--- config.mk ---
export PLATFORM = sky130hd
export DESIGN_NAME = hub75_bitplane_scan_flat
export DESIGN_NICKNAME = d
export VERILOG_FILES = /design/src/rtl/hub75_bitplane_scan_if.sv /design/src/rtl/hub75_bitplane_scan.sv /design/src/flat_wrapper.sv
export SDC_FILE = /design/constraint.sdc
export NUM_CORES = 1
export LEC_CHECK = 0
export ABC_AREA = 1
export BUFFER_PORTS_ARGS = -buffer_cell sky130_fd_sc_hd__buf_2
export CAP_MARGIN = 10
export CORE_MARGIN = 2
export CORE_UTILIZATION = 40
export CTS_CLUSTER_DIAMETER = 50
export CTS_CLUSTER_SIZE = 20
export DETAILED_ROUTE_END_ITERATION = 12
export HOLD_SLACK_MARGIN = 0.02
export SYNTH_ARGS = -nofsm -noshare
export SYNTH_HDL_FRONTEND = slang
export SYNTH_SLANG_ARGS = --single-unit
--- constraint.sdc ---
create_clock -name clk_in -period 1.5 [get_ports clk_in]
set_clock_uncertainty 0.05 [all_clocks]
set_input_delay 0.15 -clock clk_in [delete_from_list [all_inputs] [get_ports clk_in]]
set_output_delay 0.15 -clock clk_in [all_outputs]
set_load 0.02 [all_outputs]
--- src/rtl/hub75_bitplane_scan_if.sv ---
// Frame-buffer read port and HUB75 panel drive signals of the bit-plane scanner.
// The scanner owns the master side; the RAM/panel side (or a bench) owns the slave side.
interface hub75_bitplane_scan_if;
   logic [10:0] ram_rd_addr;    // {half, row[3:0], col[5:0]}
   logic [15:0] ram_rd_data;    // RGB565, valid one cycle after ram_rd_addr
   logic [2:0]  rgb1;           // top-half bits {b,g,r}
   logic [2:0]  rgb2;           // bottom-half bits {b,g,r}
   logic        pixclock;
   logic        latch;
   logic        output_enable;  // active-low
   logic [3:0]  row_address;
   logic        frame_done;

   modport master (
      output ram_rd_addr,
      input  ram_rd_data,
      output rgb1,
      output rgb2,
      output pixclock,
      output latch,
      output output_enable,
      output row_address,
      output frame_done
   );

   modport slave (
      input  ram_rd_addr,
      output ram_rd_data,
      input  rgb1,
      input  rgb2,
      input  pixclock,
      input  latch,
      input  output_enable,
      input  row_address,
      input  frame_done
   );
endinterface

--- src/rtl/hub75_bitplane_scan.sv ---
// HUB75 64x32 scanner: 16 row pairs, 6-plane binary-coded modulation.
// Each plane: 64 columns x 4-cycle shift, one blank cycle, one latch cycle,
// then a display window of BASE_TICKS<<plane cycles.
module hub75_bitplane_scan #(
   parameter int BASE_TICKS        = 2,
   parameter int DISPLAY_CNT_WIDTH = 8
) (
   input  logic                  clk_in,
   input  logic                  reset,
   input  logic [2:0]            rgb_enable,
   input  logic [5:0]            brightness_enable,
   hub75_bitplane_scan_if.master bus
);

   // SHIFT is split into its four column phases so the phase is part of the state.
   typedef enum logic [2:0] {
      S_P0,       // address top-half pixel
      S_P1,       // capture top pixel, address bottom-half pixel
      S_P2,       // drive rgb bits, pixclock low
      S_P3,       // pixclock high, advance column
      S_BLANK,
      S_LATCH,
      S_DISPLAY
   } state_e;

   state_e                       state_q, state_d;
   logic [5:0]                   col_q, col_d;
   logic [3:0]                   row_q, row_d;
   logic [2:0]                   plane_q, plane_d;
   logic [DISPLAY_CNT_WIDTH-1:0] cnt_q, cnt_d;
   logic                         en_q, en_d;
   logic [15:0]                  top_q, top_d;
   logic [2:0]                   rgb1_q, rgb1_d;
   logic [2:0]                   rgb2_q, rgb2_d;
   logic [3:0]                   row_address_q, row_address_d;
   logic                         last_tick;

   // Expand RGB565 to three 6-bit channels and pick the current plane's bit.
   function automatic logic [2:0] plane_bits(input logic [15:0] px,
                                             input logic [2:0]  pl,
                                             input logic [2:0]  mask);
      logic [5:0] r6, g6, b6;
      r6 = {px[15:11], px[15]};
      g6 = px[10:5];
      b6 = {px[4:0], px[4]};
      return {b6[pl], g6[pl], r6[pl]} & mask;
   endfunction

   assign last_tick = (state_q == S_DISPLAY) &&
                      (cnt_q == DISPLAY_CNT_WIDTH'(1));

   // State and datapath registers with synchronous active-high reset.
   always_ff @(posedge clk_in) begin
      // NOTE: non-blocking assignments here so every flop samples pre-edge values.
      if (reset) begin
         state_q       <= S_P0;
         col_q         <= '0;
         row_q         <= '0;
         plane_q       <= '0;
         cnt_q         <= '0;
         en_q          <= 1'b0;
         top_q         <= '0;
         rgb1_q        <= '0;
         rgb2_q        <= '0;
         row_address_q <= '0;
      end else begin
         state_q       <= state_d;
         col_q         <= col_d;
         row_q         <= row_d;
         plane_q       <= plane_d;
         cnt_q         <= cnt_d;
         en_q          <= en_d;
         top_q         <= top_d;
         rgb1_q        <= rgb1_d;
         rgb2_q        <= rgb2_d;
         row_address_q <= row_address_d;
      end
   end

   // Next-state sequencing through shift, blank, latch and display.
   always_comb begin
      state_d = state_q;
      unique case (state_q)
         S_P0:      state_d = S_P1;
         S_P1:      state_d = S_P2;
         S_P2:      state_d = S_P3;
         S_P3:      state_d = (col_q == 6'd63) ? S_BLANK : S_P0;
         S_BLANK:   state_d = S_LATCH;
         S_LATCH:   state_d = S_DISPLAY;
         S_DISPLAY: state_d = last_tick ? S_P0 : S_DISPLAY;
         default:   state_d = S_P0;
      endcase
   end

   // Datapath: pixel capture, column/plane/row counters, display timer.
   always_comb begin
      // NOTE: every target gets a hold default first so no latch is inferred.
      col_d         = col_q;
      row_d         = row_q;
      plane_d       = plane_q;
      cnt_d         = cnt_q;
      en_d          = en_q;
      top_d         = top_q;
      rgb1_d        = rgb1_q;
      rgb2_d        = rgb2_q;
      row_address_d = row_address_q;
      unique case (state_q)
         S_P1: top_d = bus.ram_rd_data;
         S_P2: begin
            rgb1_d = plane_bits(top_q, plane_q, rgb_enable);
            rgb2_d = plane_bits(bus.ram_rd_data, plane_q, rgb_enable);
         end
         S_P3: col_d = col_q + 6'd1;
         S_LATCH: begin
            row_address_d = row_q;
            en_d          = brightness_enable[plane_q];
            cnt_d         = DISPLAY_CNT_WIDTH'(BASE_TICKS << plane_q);
         end
         S_DISPLAY: begin
            cnt_d = cnt_q - DISPLAY_CNT_WIDTH'(1);
            if (last_tick) begin
               if (plane_q == 3'd5) begin
                  plane_d = 3'd0;
                  row_d   = row_q + 4'd1;
               end else begin
                  plane_d = plane_q + 3'd1;
               end
            end
         end
         default: ;
      endcase
   end

   // Panel and RAM outputs decoded from the current state.
   always_comb begin
      bus.ram_rd_addr   = {(state_q == S_P1), row_q, col_q};
      // New bits appear during p2 and are held by rgb*_q from p3 onwards.
      bus.rgb1          = rgb1_d;
      bus.rgb2          = rgb2_d;
      bus.pixclock      = (state_q == S_P3);
      bus.latch         = (state_q == S_LATCH);
      bus.output_enable = ~((state_q == S_DISPLAY) && en_q);
      bus.row_address   = row_address_q;
      bus.frame_done    = last_tick && (plane_q == 3'd5) && (row_q == 4'd15);
   end

endmodule

--- src/flat_wrapper.sv ---
// flat-port wrapper written by rule: the top's interface ports become plain ports
module hub75_bitplane_scan_flat 
#(
   parameter int BASE_TICKS        = 2,
   parameter int DISPLAY_CNT_WIDTH = 8
)
  (clk_in, reset, rgb_enable, brightness_enable, bus_ram_rd_addr, bus_ram_rd_data, bus_rgb1, bus_rgb2, bus_pixclock, bus_latch, bus_output_enable, bus_row_address, bus_frame_done);
  hub75_bitplane_scan_if bus_i ();
  input  logic clk_in;
  input  logic reset;
  input  logic [2:0] rgb_enable;
  input  logic [5:0] brightness_enable;
  output wire logic [$bits(bus_i.ram_rd_addr)-1:0] bus_ram_rd_addr;
  input wire logic [$bits(bus_i.ram_rd_data)-1:0] bus_ram_rd_data;
  output wire logic [$bits(bus_i.rgb1)-1:0] bus_rgb1;
  output wire logic [$bits(bus_i.rgb2)-1:0] bus_rgb2;
  output wire logic [$bits(bus_i.pixclock)-1:0] bus_pixclock;
  output wire logic [$bits(bus_i.latch)-1:0] bus_latch;
  output wire logic [$bits(bus_i.output_enable)-1:0] bus_output_enable;
  output wire logic [$bits(bus_i.row_address)-1:0] bus_row_address;
  output wire logic [$bits(bus_i.frame_done)-1:0] bus_frame_done;
  assign bus_ram_rd_addr = bus_i.ram_rd_addr;
  assign bus_i.ram_rd_data = bus_ram_rd_data;
  assign bus_rgb1 = bus_i.rgb1;
  assign bus_rgb2 = bus_i.rgb2;
  assign bus_pixclock = bus_i.pixclock;
  assign bus_latch = bus_i.latch;
  assign bus_output_enable = bus_i.output_enable;
  assign bus_row_address = bus_i.row_address;
  assign bus_frame_done = bus_i.frame_done;
  hub75_bitplane_scan #(.BASE_TICKS(BASE_TICKS), .DISPLAY_CNT_WIDTH(DISPLAY_CNT_WIDTH)) u_core (.clk_in(clk_in), .reset(reset), .rgb_enable(rgb_enable), .brightness_enable(brightness_enable), .bus(bus_i));
endmodule
== After elaboration in Yosys (flattened, before gate mapping) ==
Index checks and enable logic that the tools add are counted.

* Register bits after elaboration: 51
* Latch bits: 0
* Memory bits (writable): 0
* ROM bits: 0
* Input port bits: 27
* Output and inout bits: 25
* Word-level logic and storage cells: 58
* Memories: 0

* Add/subtract/negate cells: 4
* Multiply operators: 0
* Div/mod/pow operators: 0
* Magnitude comparators: 1
* Equality and inequality tests: 10
* Shift operators: 1
* Mux-type cells: 21
* Bitwise gates (word level): 3
* Reduce and logical (&&, ||, !) cells: 8

{| class="wikitable"
|+ Operators with widths
! kind !! count
|-
| 1-bit binary-select mux with 3-bit select || 7
|-
| 3-bit case mux with 7 select lines || 1
|-
| 8-bit case mux with 2 select lines || 1
|-
| 3-bit two-way mux || 5
|-
| 3-bit equality test, second input constant || 4
|-
| 8-bit by 1-bit equality test with 1-bit output, second input constant || 1
|-
| 2-bit by 3-bit left shift with 8-bit output, first input constant || 1
|-
| 8-bit by 1-bit subtractor with 8-bit output, second input constant || 1
|-
| 1-bit two-way mux || 7
|-
| 6-bit by 1-bit adder with 6-bit output, second input constant || 1
|-
| 3-bit bitwise AND || 2
|-
| 3-bit by 2-bit equality test with 1-bit output, second input constant || 2
|-
| 6-bit equality test, second input constant || 1
|-
| 4-bit by 1-bit adder with 4-bit output, second input constant || 1
|-
| 4-bit equality test, second input constant || 1
|-
| 1-bit logical AND || 4
|-
| 3-bit by 4-bit less-than comparator with 1-bit output, second input constant || 1
|-
| 3-bit by 1-bit adder with 3-bit output, second input constant || 1
|-
| 3-bit by 1-bit equality test with 1-bit output, second input constant || 1
|-
| 3-bit logical NOT || 1
|-
| 3-bit AND reduction || 1
|-
| 2-bit AND reduction || 1
|-
| 2-bit nonzero test || 1
|-
| 1-bit inverter || 1
|}

== Logic depth before layout (Yosys ltp) ==
Gate-level depths: netlist of the first run.

* Depth after elaboration: 4
* Gate-level depth with buffers: 11
* Depth with buffers taken out: 9

== Least setup slack after synthesis of the first run ==
OpenSTA, ideal clock, no wires.

* Kind: reg-to-output
* From: register u_core.cnt_q[1]
* To: output port bus_frame_done
* Arrival: 1.341 ns
* Required time: 1.300 ns
* Setup slack: -0.041 ns
* Cell stages (with the launch flop): 9
* Buffers on the path: 0
* Cell sequence: dfxtp_1 -> inv_1 -> ha_1 -> nand3_1 -> nor2_4 -> nand2_1 -> inv_2 -> nand4_1 -> nor2_1

* Cells in the longest elaborated chain, start to end: 4

{| class="wikitable"
|+ RTL lines
! item !! line !! RTL
|-
| start, declared || hub75_bitplane_scan.sv:30 || <nowiki>logic [DISPLAY_CNT_WIDTH-1:0] cnt_q, cnt_d;</nowiki>
|-
| start signal, assigned || hub75_bitplane_scan.sv:71 || <nowiki>cnt_q <= cnt_d;</nowiki>
|-
| 8-bit by 1-bit equality test with 1-bit output || hub75_bitplane_scan.sv:50 || <nowiki>(cnt_q == DISPLAY_CNT_WIDTH'(1));</nowiki>
|-
| 1-bit logical AND || hub75_bitplane_scan.sv:49 || <nowiki>assign last_tick = (state_q == S_DISPLAY) &&</nowiki>
|-
| 1-bit logical AND (2 in series) || hub75_bitplane_scan.sv:144 || <nowiki>bus.frame_done = last_tick && (plane_q == 3'd5) && (row_q == 4'd15);</nowiki>
|-
| end, declared || flat_wrapper.sv:21 || <nowiki>output wire logic [$bits(bus_i.frame_done)-1:0] bus_frame_done;</nowiki>
|}

Every way passes these cells.

== Final worst setup path of the first run ==
* From: register u_core.plane_q[0]
* To: output port bus_rgb2[1]

* Cells in the longest elaborated chain, start to end: 4

{| class="wikitable"
|+ RTL lines
! item !! line !! RTL
|-
| start, declared || hub75_bitplane_scan.sv:29 || <nowiki>logic [2:0] plane_q, plane_d;</nowiki>
|-
| start signal, assigned || hub75_bitplane_scan.sv:70 || <nowiki>plane_q <= plane_d;</nowiki>
|-
| 1-bit binary-select mux with 3-bit select || hub75_bitplane_scan.sv:46 || <nowiki>return {b6[pl], g6[pl], r6[pl]} & mask;</nowiki>
|-
| 1-bit two-way mux (implied by the code) || hub75_bitplane_scan.sv:46 ||
|-
| 3-bit bitwise AND || hub75_bitplane_scan.sv:46 ||
|-
| 3-bit two-way mux || hub75_bitplane_scan.sv:107 || <nowiki>unique case (state_q)</nowiki>
|-
| end, declared || flat_wrapper.sv:16 || <nowiki>output wire logic [$bits(bus_i.rgb2)-1:0] bus_rgb2;</nowiki>
|}

Every way passes these cells. The select of a mux whose other input is x is not followed.

==> run metrics, run 1 <==
Pleak 1.91 nW; Final Hold Vio Count 0; Hold Crit Class primary input to flop; share of cells above drive strength 1 35.3%; Pwr Density 747 nW/um2; Core Util, Final 58.6%; DRC Markers 0; Post-Syn Instances 418; gpl congestion 0.876; nets 561; sequential fraction of the synthesis area 37.4%; Die X 86.6 um; average size of a mapped cell 6.53 um2; GRT Resource Usage Total 20.7%; Achievable Freq 577 MHz; GR Layer Usage met2 35.9%; core footprint 6680 um2; fin crit period 1.73 ns; final WL 7620 um; Yosys top cell by area dfxtp_1; failing checks setup timing; Post-synth EDFFs 0; # clock sinks 51; RSZ-0062 raised after global routing true; 1st-pass router iterations 4; Synth top cells by count nand2_1 (127), nor2_1 (54), dfxtp_1 (51); Worst Setup End Kind output pin; Post-synth ARST share 0%; Top Ports 52; Worst Path Arrival 1.53 ns; Area contributors post-synth dfxtp_1 (37%), nand2_1 (17%), nor2_1 (7.4%); most frequent cell after synthesis nand2_1; wire per inst 12.5 um; max cap viols 0; CTS tree done; root buffer cell clkbuf_8; Worst setup SP type flop; Vias 3039; Placed Cells 567; die height 86.6 um; gr ovfl total 0; initial core utilization 40.9%; worst skew pair latency 0.31 ns; VDD IR-drop max 0.000560 V; ant diodes 0; Port Buffers 51; GR peak layer met2; Via density 4.98; largest net degree at the start of global routing 33; Rows 30; first-pass GRT wire length 12600 um; Max FO, Critical Path 5; CTS buffer count 5; CTS clk-pin slew, worst paths 0.09 ns; M3 GR Usage 3.14%; PnR worst setup slack -0.232 ns; fin crit share 115%; Detail Placement HPWL 5160 um; fin. max-slew vios 0; syn nets 450; die area 7510 um2; Warnings, synthesis 0; fin cells 610; Post-Syn Area 2730 um2; max_slew headroom 78.3%; GR met1 Demand/Resource 26.3%; Yosys cell types 29; ys flop type dfxtp_1; Synth-to-Final Area Change 43.3%; worst-margin pin slew 0.325 ns; hold slack 0.0310 ns; initial antenna violation count 0; status finished with violations; DRT iter0 DRCs 76; kind of critical path flop to output pin; # setup viols final 11; Synth top area share 37.4%; H-tree depth 2; CTS Buffer Depth 2; vias in the first global route 2922; Worst EP required 1.30 ns; DRT antenna net count 0; post-synthesis register bit count 51
## registers in the layout (all words and copies together) (netlist names)
register / cells
u_core.cnt_q: 8
u_core.plane_q: 3
u_core.rgb2_q: 3
u_core.rgb1_q: 3
u_core.row_q: 4
u_core.en_q: 1
u_core.state_q: 3
u_core.top_q: 16
u_core.col_q: 6
u_core.bus.row_address: 4
## cells by family (layout without fill, tap and decap cells)
family	count (synthesis)	in the layout	synth area share, %
adder cells (fa/ha/maj)	5	5	2.29
flip-flops	51	51	37.4
buffers and inverters	60	172	9.71
XOR/XNOR	4	4	1.28
AO/OA/AOI/OAI	75	75	14.2
AND/OR/NAND/NOR	223	223	35.1
## what timing repair did
| action | 4_1_cts | 5_1_grt |
|---|---|---|
| cloned | 0 | 0 |
| endpoints found under the setup margin | 11 | 20 |
| buffers inserted | 26 | 10 |
| pin swaps | 11 | 5 |
| resized for setup | 60 | 23 |
| hold buffers | 0 | 0 |
## cell type report
type	instances	area, um2
sequential	51	1040
clock inverter	3	67.6
clock buffer	5	68.8
multi-input combinational	307	1570
tap	80	100
inverter	43	179
timing repair buffer	121	893
fill	645	2770
## metal layers
metal  vias to the layer above  part of all wire, %
li1                       1560                    -
met1                      1392                   45
met2                        72                   49
met3                        15                  4.1
met4                         0                  1.5
met5                         -                    0
## stage by stage
step | area (um2) | total power, mW | TNS, ns | setup WS (ns)
2_1_floorplan | 2730 | 1.63 | 0 | 0.0270
3_3_place_gp | 3250 | 1.74 | 0 | 0.0181
6_report | 3920 | 2.92 | -1.89 | -0.232
5_1_grt | 3920 | 3.05 | -3.16 | -0.326
4_1_cts | 3770 | 2.93 | -1.81 | -0.204
3_5_place_dp | 3250 | 1.75 | 0 | 0.00856
## worst max-delay path, cell delays in order (launching register included)
cell and delay, ns:
dfxtp_4 0.41, inv_6 0.05, nor2_4 0.18, nand2_1 0.08
nand2_1 0.06, inv_1 0.04, nand3b_1 0.09, nand2_1 0.09
nand2_1 0.10, buf_6 0.12
## cells in the final DEF (no fill, tap or decap), drive strengths merged, types with 4 or more instances in the layout
| cell type | n |
|---|---|
| inv | 43 |
| a21oi | 33 |
| xor2 | 4 |
| nor2 | 58 |
| dfxtp | 51 |
| nand4 | 7 |
| buf | 121 |
| clkbuf | 5 |
| ha | 5 |
| o21ai | 36 |
| nand3 | 24 |
| nand2 | 129 |
## report_power, final
group / switching, mW / internal, mW / total (mW)
Sequential: 0.0288 / 1.40 / 1.43
Combinational: 0.188 / 0.149 / 0.338
Clock: 0.492 / 0.666 / 1.16
Total: 0.709 / 2.21 / 2.92
## worst paths after layout
kind | start | endpoint | slack [ns] | depth (start not counted)
worst max-delay path | u_core.plane_q[0]$_SDFFE_PP0P_ | bus_rgb2[1] | -0.23 | 9
worst min-delay path | bus_ram_rd_data[0] | u_core.top_q[0]$_SDFFE_PP0P_ | 0.03 | 3
worst max register to register | u_core.plane_q[0]$_SDFFE_PP0P_ | u_core.rgb2_q[2]$_SDFF_PP0_ | -0.21 | 14
worst min register to register | u_core.top_q[14]$_SDFFE_PP0P_ | u_core.top_q[14]$_SDFFE_PP0P_ | 0.42 | 2
No activity file was read; power rests on OpenSTA's default activity.
==> run 2: changes to the inputs <==
--- a/config.mk
+++ b/config.mk
@@ -13,7 +13,7 @@
 export CTS_CLUSTER_DIAMETER = 50
 export CTS_CLUSTER_SIZE = 20
 export DETAILED_ROUTE_END_ITERATION = 12
-export HOLD_SLACK_MARGIN = 0.02
+export REMOVE_ABC_BUFFERS = 1
 export SYNTH_ARGS = -nofsm -noshare
 export SYNTH_HDL_FRONTEND = slang
 export SYNTH_SLANG_ARGS = --single-unit
==> constraint.sdc (replaced) <==
create_clock -name clk_in -period 2.1 [get_ports clk_in]
set_clock_uncertainty 0.05 [all_clocks]
set_input_delay 0.21 -clock clk_in [delete_from_list [all_inputs] [get_ports clk_in]]
set_output_delay 0.21 -clock clk_in [all_outputs]
set_load 0.02 [all_outputs]
==> run 2 against run 1 <==
Effect of this change:
- the run now ends clean
- sequential cell count unchanged
- clock-buffer cell count is 1 higher
- cell count is 9.5% lower
- global-route usage fell by 1.3 points
- non-clock buffer count shrank 58
- cell area decreased by 18%
- worst setup slack better by 0.41 ns
- core utilization shrank 11 points
- critical endpoint is now bus_frame_done
==> run metrics, run 2 (synthesis gave the netlist of run 1 again) <==
status complete, no violations; CP Cell Sequence inv_1 -> ha_1 -> nand3_1 -> nor2_4 -> nand2_2 -> inv_2 -> nand4_1 -> nor2_1 -> buf_4; # setup viols final 0 (-11); hold slack 0.0873 ns (+0.0563 ns); worst-margin pin slew 0.364 ns (+0.0385 ns); # clock sinks 51 (unchanged); Hold Crit Class primary input to flop; max_slew headroom 75.7% (-2.6 points); Via density 4.93 (-1.0%); CTS buffer count 5 (unchanged); largest net degree at the start of global routing 33 (unchanged); DRT antenna net count 0 (unchanged); largest registers u_core.top_q (16), u_core.cnt_q (8), u_core.col_q (6); Largest Register u_core.top_q; nets 503 (-10%); Vias 2722 (-10%); Detail Placement HPWL 4870 um (-5.7%); Rows 30 (unchanged); ant diodes 0 (unchanged); fin crit share 91.3%; Pleak 1.56 nW (-19%); initial core utilization 40.9% (unchanged); H-tree depth 2 (unchanged); worst skew pair latency 0.31 ns (about the same); Die X 86.6 um (unchanged); die height 86.6 um (unchanged); root buffer cell clkbuf_8; kind of critical path flop to output pin; Worst setup SP type flop; core footprint 6680 um2 (unchanged); commonest non-fill, non-tap cell in the layout nand2_1; max cap viols 0 (unchanged); CP peak stage delay 0.32 ns (-0.09 ns); fin crit period 1.92 ns; dpl ws 0.395 ns (+0.386 ns); Synth-to-Final Area Change 16.9%; Achievable Freq 521 MHz; Worst Path Arrival 1.66 ns (+0.13 ns); gr ovfl total 0 (unchanged); PnR worst setup slack 0.182 ns (+0.414 ns); DRT iter0 DRCs 102 (+34%); VDD IR-drop max 0.000335 V (-40%); wire per inst 12.2 um (-2.5%); multi-input logic area 1450 um2 (-7.2%); Top Ports 52 (unchanged); initial antenna violation count 0 (unchanged); 1st-pass router iterations 4 (unchanged); DRC Markers 0 (unchanged); Worst EP required 1.84 ns (+0.54 ns); Final Hold Vio Count 0 (unchanged); TNS Setup 0 ns (+1.89 ns); CTS clk-pin slew, worst paths 0.10 ns (about the same); # fillers 740 (+15%); GRT Resource Usage Total 19.5% (-1.3 points); RSZ-0062 raised after global routing true; fin. max-slew vios 0 (unchanged); first-pass GRT wire length 11700 um (-7.1%); CTS tree done; Port Buffers 51 (unchanged); max reg flops 16 (unchanged); Pwr Density 573 nW/um2 (-23%); final WL 6720 um (-12%); Register Area 1020 um2 (-1.7%); commonest non-fill, non-tap cells in the layout nand2_1 (125), nor2_1 (53), buf_2 (50); vias in the first global route 2568 (-12%); Max FO, Critical Path 5 (unchanged); Worst Setup End Kind output pin; hold-fix buffers at CTS 0 (unchanged); gpl congestion 0.791 (-9.6%); fin cells 552 (-9.5%); Placed Cells 539 (-4.9%); die area 7510 um2 (unchanged); CP max stage cell dfxtp_1; share of cells above drive strength 1 20.8% (-15 points); CTS Buffer Depth 2 (unchanged)
run 2: cell types whose count changed in the layout (fill, tap and decap cells not counted), moves of 5 or more:
| cell | delta |
|---|---|
| nor2_1 | +5 |
| nand2_2 | -8 |
| nand2_1 | +11 |
| buf_4 | -48 |
| buf_6 | -17 |
| dfxtp_1 | +6 |
| nor2_2 | -5 |
| buf_2 | +9 |
run 2: what timing repair did:
action / in CTS / in global routing
endpoints found under the setup margin: 0 / 4
gates resized for setup: 0 / 8
setup buffers: 0 / 5
run 2: metrics by stage:
| stage | power (mW) | util (%) | area, um2 |
|---|---|---|---|
| after global routing | 1.92 | 47.8 | 3190 |
| after CTS | 1.85 | 46.9 | 3140 |
| after detailed placement | 1.23 | 45.5 | 3040 |
| final | 1.83 | 47.8 | 3190 |
| after global placement | 1.23 | 45.5 | 3040 |
| after floorplan | 1.15 | - | 2630 |
run 2: layout make-up:
type	count	area share, %
Clock buffer	6	2.59
Tap cell	80	3.13
Multi-Input combinational cell	307	45.5
Timing Repair Buffer	63	11.0
Inverter	43	5.21
Clock inverter	2	0.509
Sequential cell	51	32.1
run 2: worst max-delay path, delay by kind of cell, from the launching register on:
| kind | cells | cell delay [ns] |
|---|---|---|
| flip-flops | 1 | 0.32 |
| adder cells (fa/ha/maj) | 1 | 0.14 |
| buffers and inverters | 3 | 0.32 |
| AND/OR/NAND/NOR | 5 | 0.55 |
run 2: final timing paths:
check                                               startpoint                              to  slack [ns]  depth (start not counted)
worst max-delay path              u_core.cnt_q[1]$_SDFFE_PP0P_                  bus_frame_done        0.18                          9
worst min-delay path                       bus_ram_rd_data[11]   u_core.top_q[11]$_SDFFE_PP0P_        0.09                          3
worst max register to register  u_core.plane_q[0]$_SDFFE_PP0P_  u_core.plane_q[2]$_SDFFE_PP0P_        0.57                          6
worst min register to register   u_core.top_q[14]$_SDFFE_PP0P_   u_core.top_q[14]$_SDFFE_PP0P_        0.41                          2
run 2: power by group:
part	internal [mW]	total (mW)	switching, mW	leakage [nW]
Combinational	0.0680	0.186	0.118	1.09
Clock	0.270	0.619	0.349	0.0474
Sequential	1.00	1.02	0.0211	0.416
Total	1.34	1.83	0.488	1.56
run 2: metal layers:
layer  routed length (um)  up-vias  GRT usage, %
li1                     -     1437             -
met1                 3280     1227          25.8
met2                 3110       50          32.4
met3                  233        8          3.71
met4                   98        0          5.54
met5                    0        -             0
==> run 3: changes to the inputs <==
==> constraint.sdc (replaced) <==
create_clock -name clk_in -period 2.32 [get_ports clk_in]
set_clock_uncertainty 0.05 [all_clocks]
set_input_delay 0.232 -clock clk_in [delete_from_list [all_inputs] [get_ports clk_in]]
set_output_delay 0.232 -clock clk_in [all_outputs]
set_load 0.02 [all_outputs]
==> run 3 against run 2 <==
Effect of this change:
- core utilization fell by 0.77 points
- routed wire length is 1.5% lower
- largest power group unchanged
- die area did not move
- non-clock buffer count down 9
==> run metrics, run 3 (synthesis gave the netlist of run 1 again) <==
placed cell area 3010 um2 (-0.99%); Die X 86.6 um (unchanged); Post-CTS Setup Bufs 0 (unchanged); initial core utilization 40.9% (unchanged); hold slack 0.116 ns (+0.0288 ns); CTS buffer count 5 (unchanged); final WL 6620 um (-1.5%); largest net degree at the start of global routing 33 (unchanged); Internal Power 1.40 mW (+4.3%); commonest non-fill, non-tap cells in the layout nand2_1 (127), nor2_1 (54), buf_2 (51); gpl congestion 0.841 (+6.2%); fin crit period 2.15 ns; DRT iter0 DRCs 115 (+13%); wire per inst 12.2 um (+0.13%); vias in the first global route 2473 (-3.7%); CTS tree done; Final Hold Vio Count 0 (unchanged); Worst setup SP type flop; gr ovfl total 0 (unchanged); 1st-pass router iterations 4 (unchanged); dpl ws 0.521 ns (+0.126 ns); nets 494 (-1.8%); root buffer cell clkbuf_8; status complete, no violations; max cap viols 0 (unchanged); fin crit share 92.5%; Final Instance Area 3140 um2 (-1.6%); Pwr Density 581 nW/um2 (+1.4%); sw frac 23.4% (-3.3 points); Achievable Freq 466 MHz; Gate power share 9.1% (-1.1 points); Detail Placement HPWL 4810 um (-1.1%); die area 7510 um2 (unchanged); Worst Setup End Kind output pin; first-pass GRT wire length 11400 um (-2.9%); TNS Setup 0 ns (unchanged); Worst EP required 2.04 ns (+0.20 ns); Worst Path Arrival 1.86 ns (+0.20 ns); CTS Buffer Depth 2 (unchanged); largest registers u_core.top_q (16), u_core.cnt_q (8), u_core.col_q (6); max_slew headroom 39.0% (-37 points); ant diodes 0 (unchanged); worst-margin pin slew 0.914 ns (+0.550 ns); fin. max-slew vios 0 (unchanged); Pleak 1.53 nW (-1.9%); initial antenna violation count 0 (unchanged); # clock sinks 51 (unchanged); Top Ports 52 (unchanged); RSZ-0062 raised after global routing false; power share of the clock group 40.1% (+6.3 points); DRT antenna net count 0 (unchanged); VDD IR-drop max 0.000356 V (+6.4%); PnR worst setup slack 0.174 ns (-0.00749 ns); Synth-to-Final Area Change 15.0%; Seq pwr share 50.8% (-5.2 points); Largest Register u_core.top_q; worst skew pair latency 0.31 ns (about the same); Via density 4.91 (-0.40%); H-tree depth 2 (unchanged); kind of critical path flop to output pin; die height 86.6 um (unchanged); Rows 30 (unchanged); DRC Markers 0 (unchanged); core footprint 6680 um2 (unchanged); GRT Resource Usage Total 18.8% (-0.67 points); # setup viols final 0 (unchanged); Max FO, Critical Path 15 (+10); CTS clk-pin slew, worst paths 0.09 ns (about the same); share of cells above drive strength 1 18.1% (-2.6 points); Hold Crit Class primary input to flop; Port Buffers 51 (unchanged); commonest non-fill, non-tap cell in the layout nand2_1; Vias 2667 (-2.0%); max reg flops 16 (unchanged); Sw Pwr 0.426 mW (-13%)
-- run 3: area by class of cell --
| cell class | instances | area [um2] |
|---|---|---|
| Fill cell | 738 | 3540 |
| Clock buffer | 6 | 72.6 |
| Inverter | 43 | 164 |
| Multi-Input combinational cell | 307 | 1450 |
| Sequential cell | 51 | 1020 |
| Tap cell | 80 | 100 |
| Clock inverter | 2 | 60.1 |
| Timing Repair Buffer | 54 | 278 |
-- run 3: repair_timing --
item | CTS | global route
endpoints found under the setup margin | 0 | 1
hold endpoints to repair | 0 | 0
gates resized for setup | 0 | 1
hold buffers | 0 | 0
-- run 3: path summary, 6_finish.rpt --
check | to | slack [ns] | depth (start not counted) | from
setup reg to reg | u_core.plane_q[2]$_SDFFE_PP0P_ | 0.59 | 4 | u_core.plane_q[2]$_SDFFE_PP0P_
hold / removal | u_core.top_q[12]$_SDFFE_PP0P_ | 0.12 | 3 | bus_ram_rd_data[12]
hold reg to reg | u_core.top_q[10]$_SDFFE_PP0P_ | 0.41 | 2 | u_core.top_q[10]$_SDFFE_PP0P_
setup / recovery | bus_frame_done | 0.17 | 7 | u_core.plane_q[0]$_SDFFE_PP0P_
-- run 3: power groups by stage --
stage | Sequential, mW | Clock (mW) | Combinational [mW]
2_1_floorplan | 0.944 | 0 | 0.0969
3_3_place_gp | 0.947 | 0 | 0.166
3_5_place_dp | 0.947 | 0 | 0.168
4_1_cts | 0.927 | 0.744 | 0.169
5_1_grt | 0.932 | 0.781 | 0.193
6_report | 0.927 | 0.731 | 0.166
-- run 3: routing by layer --
layer | track usage (%) | wire, um
met3 | 3.24 | 249
met2 | 30.3 | 2950
met1 | 26.0 | 3340
met4 | 5.11 | 89
met5 | 0 | 0
-- run 3: critical path, cell delays in order, from the launching register on --
cell,delay (ns)
dfxtp_1,0.60
inv_4,0.16
nor2_4,0.17
nand2_2,0.09
inv_2,0.16
nand4_1,0.12
nor2_1,0.10
buf_2,0.17
-- run 3: stage by stage --
| stage | utilization [%] | power, mW | instances |
|---|---|---|---|
| 2_1_floorplan | - | 1.04 | 401 |
| 3_3_place_gp | 45.0 | 1.11 | 535 |
| 3_5_place_dp | 45.0 | 1.12 | 535 |
| 4_1_cts | 47.0 | 1.84 | 543 |
| 5_1_grt | 47.0 | 1.90 | 543 |
| 6_report | 47.0 | 1.82 | 543 |
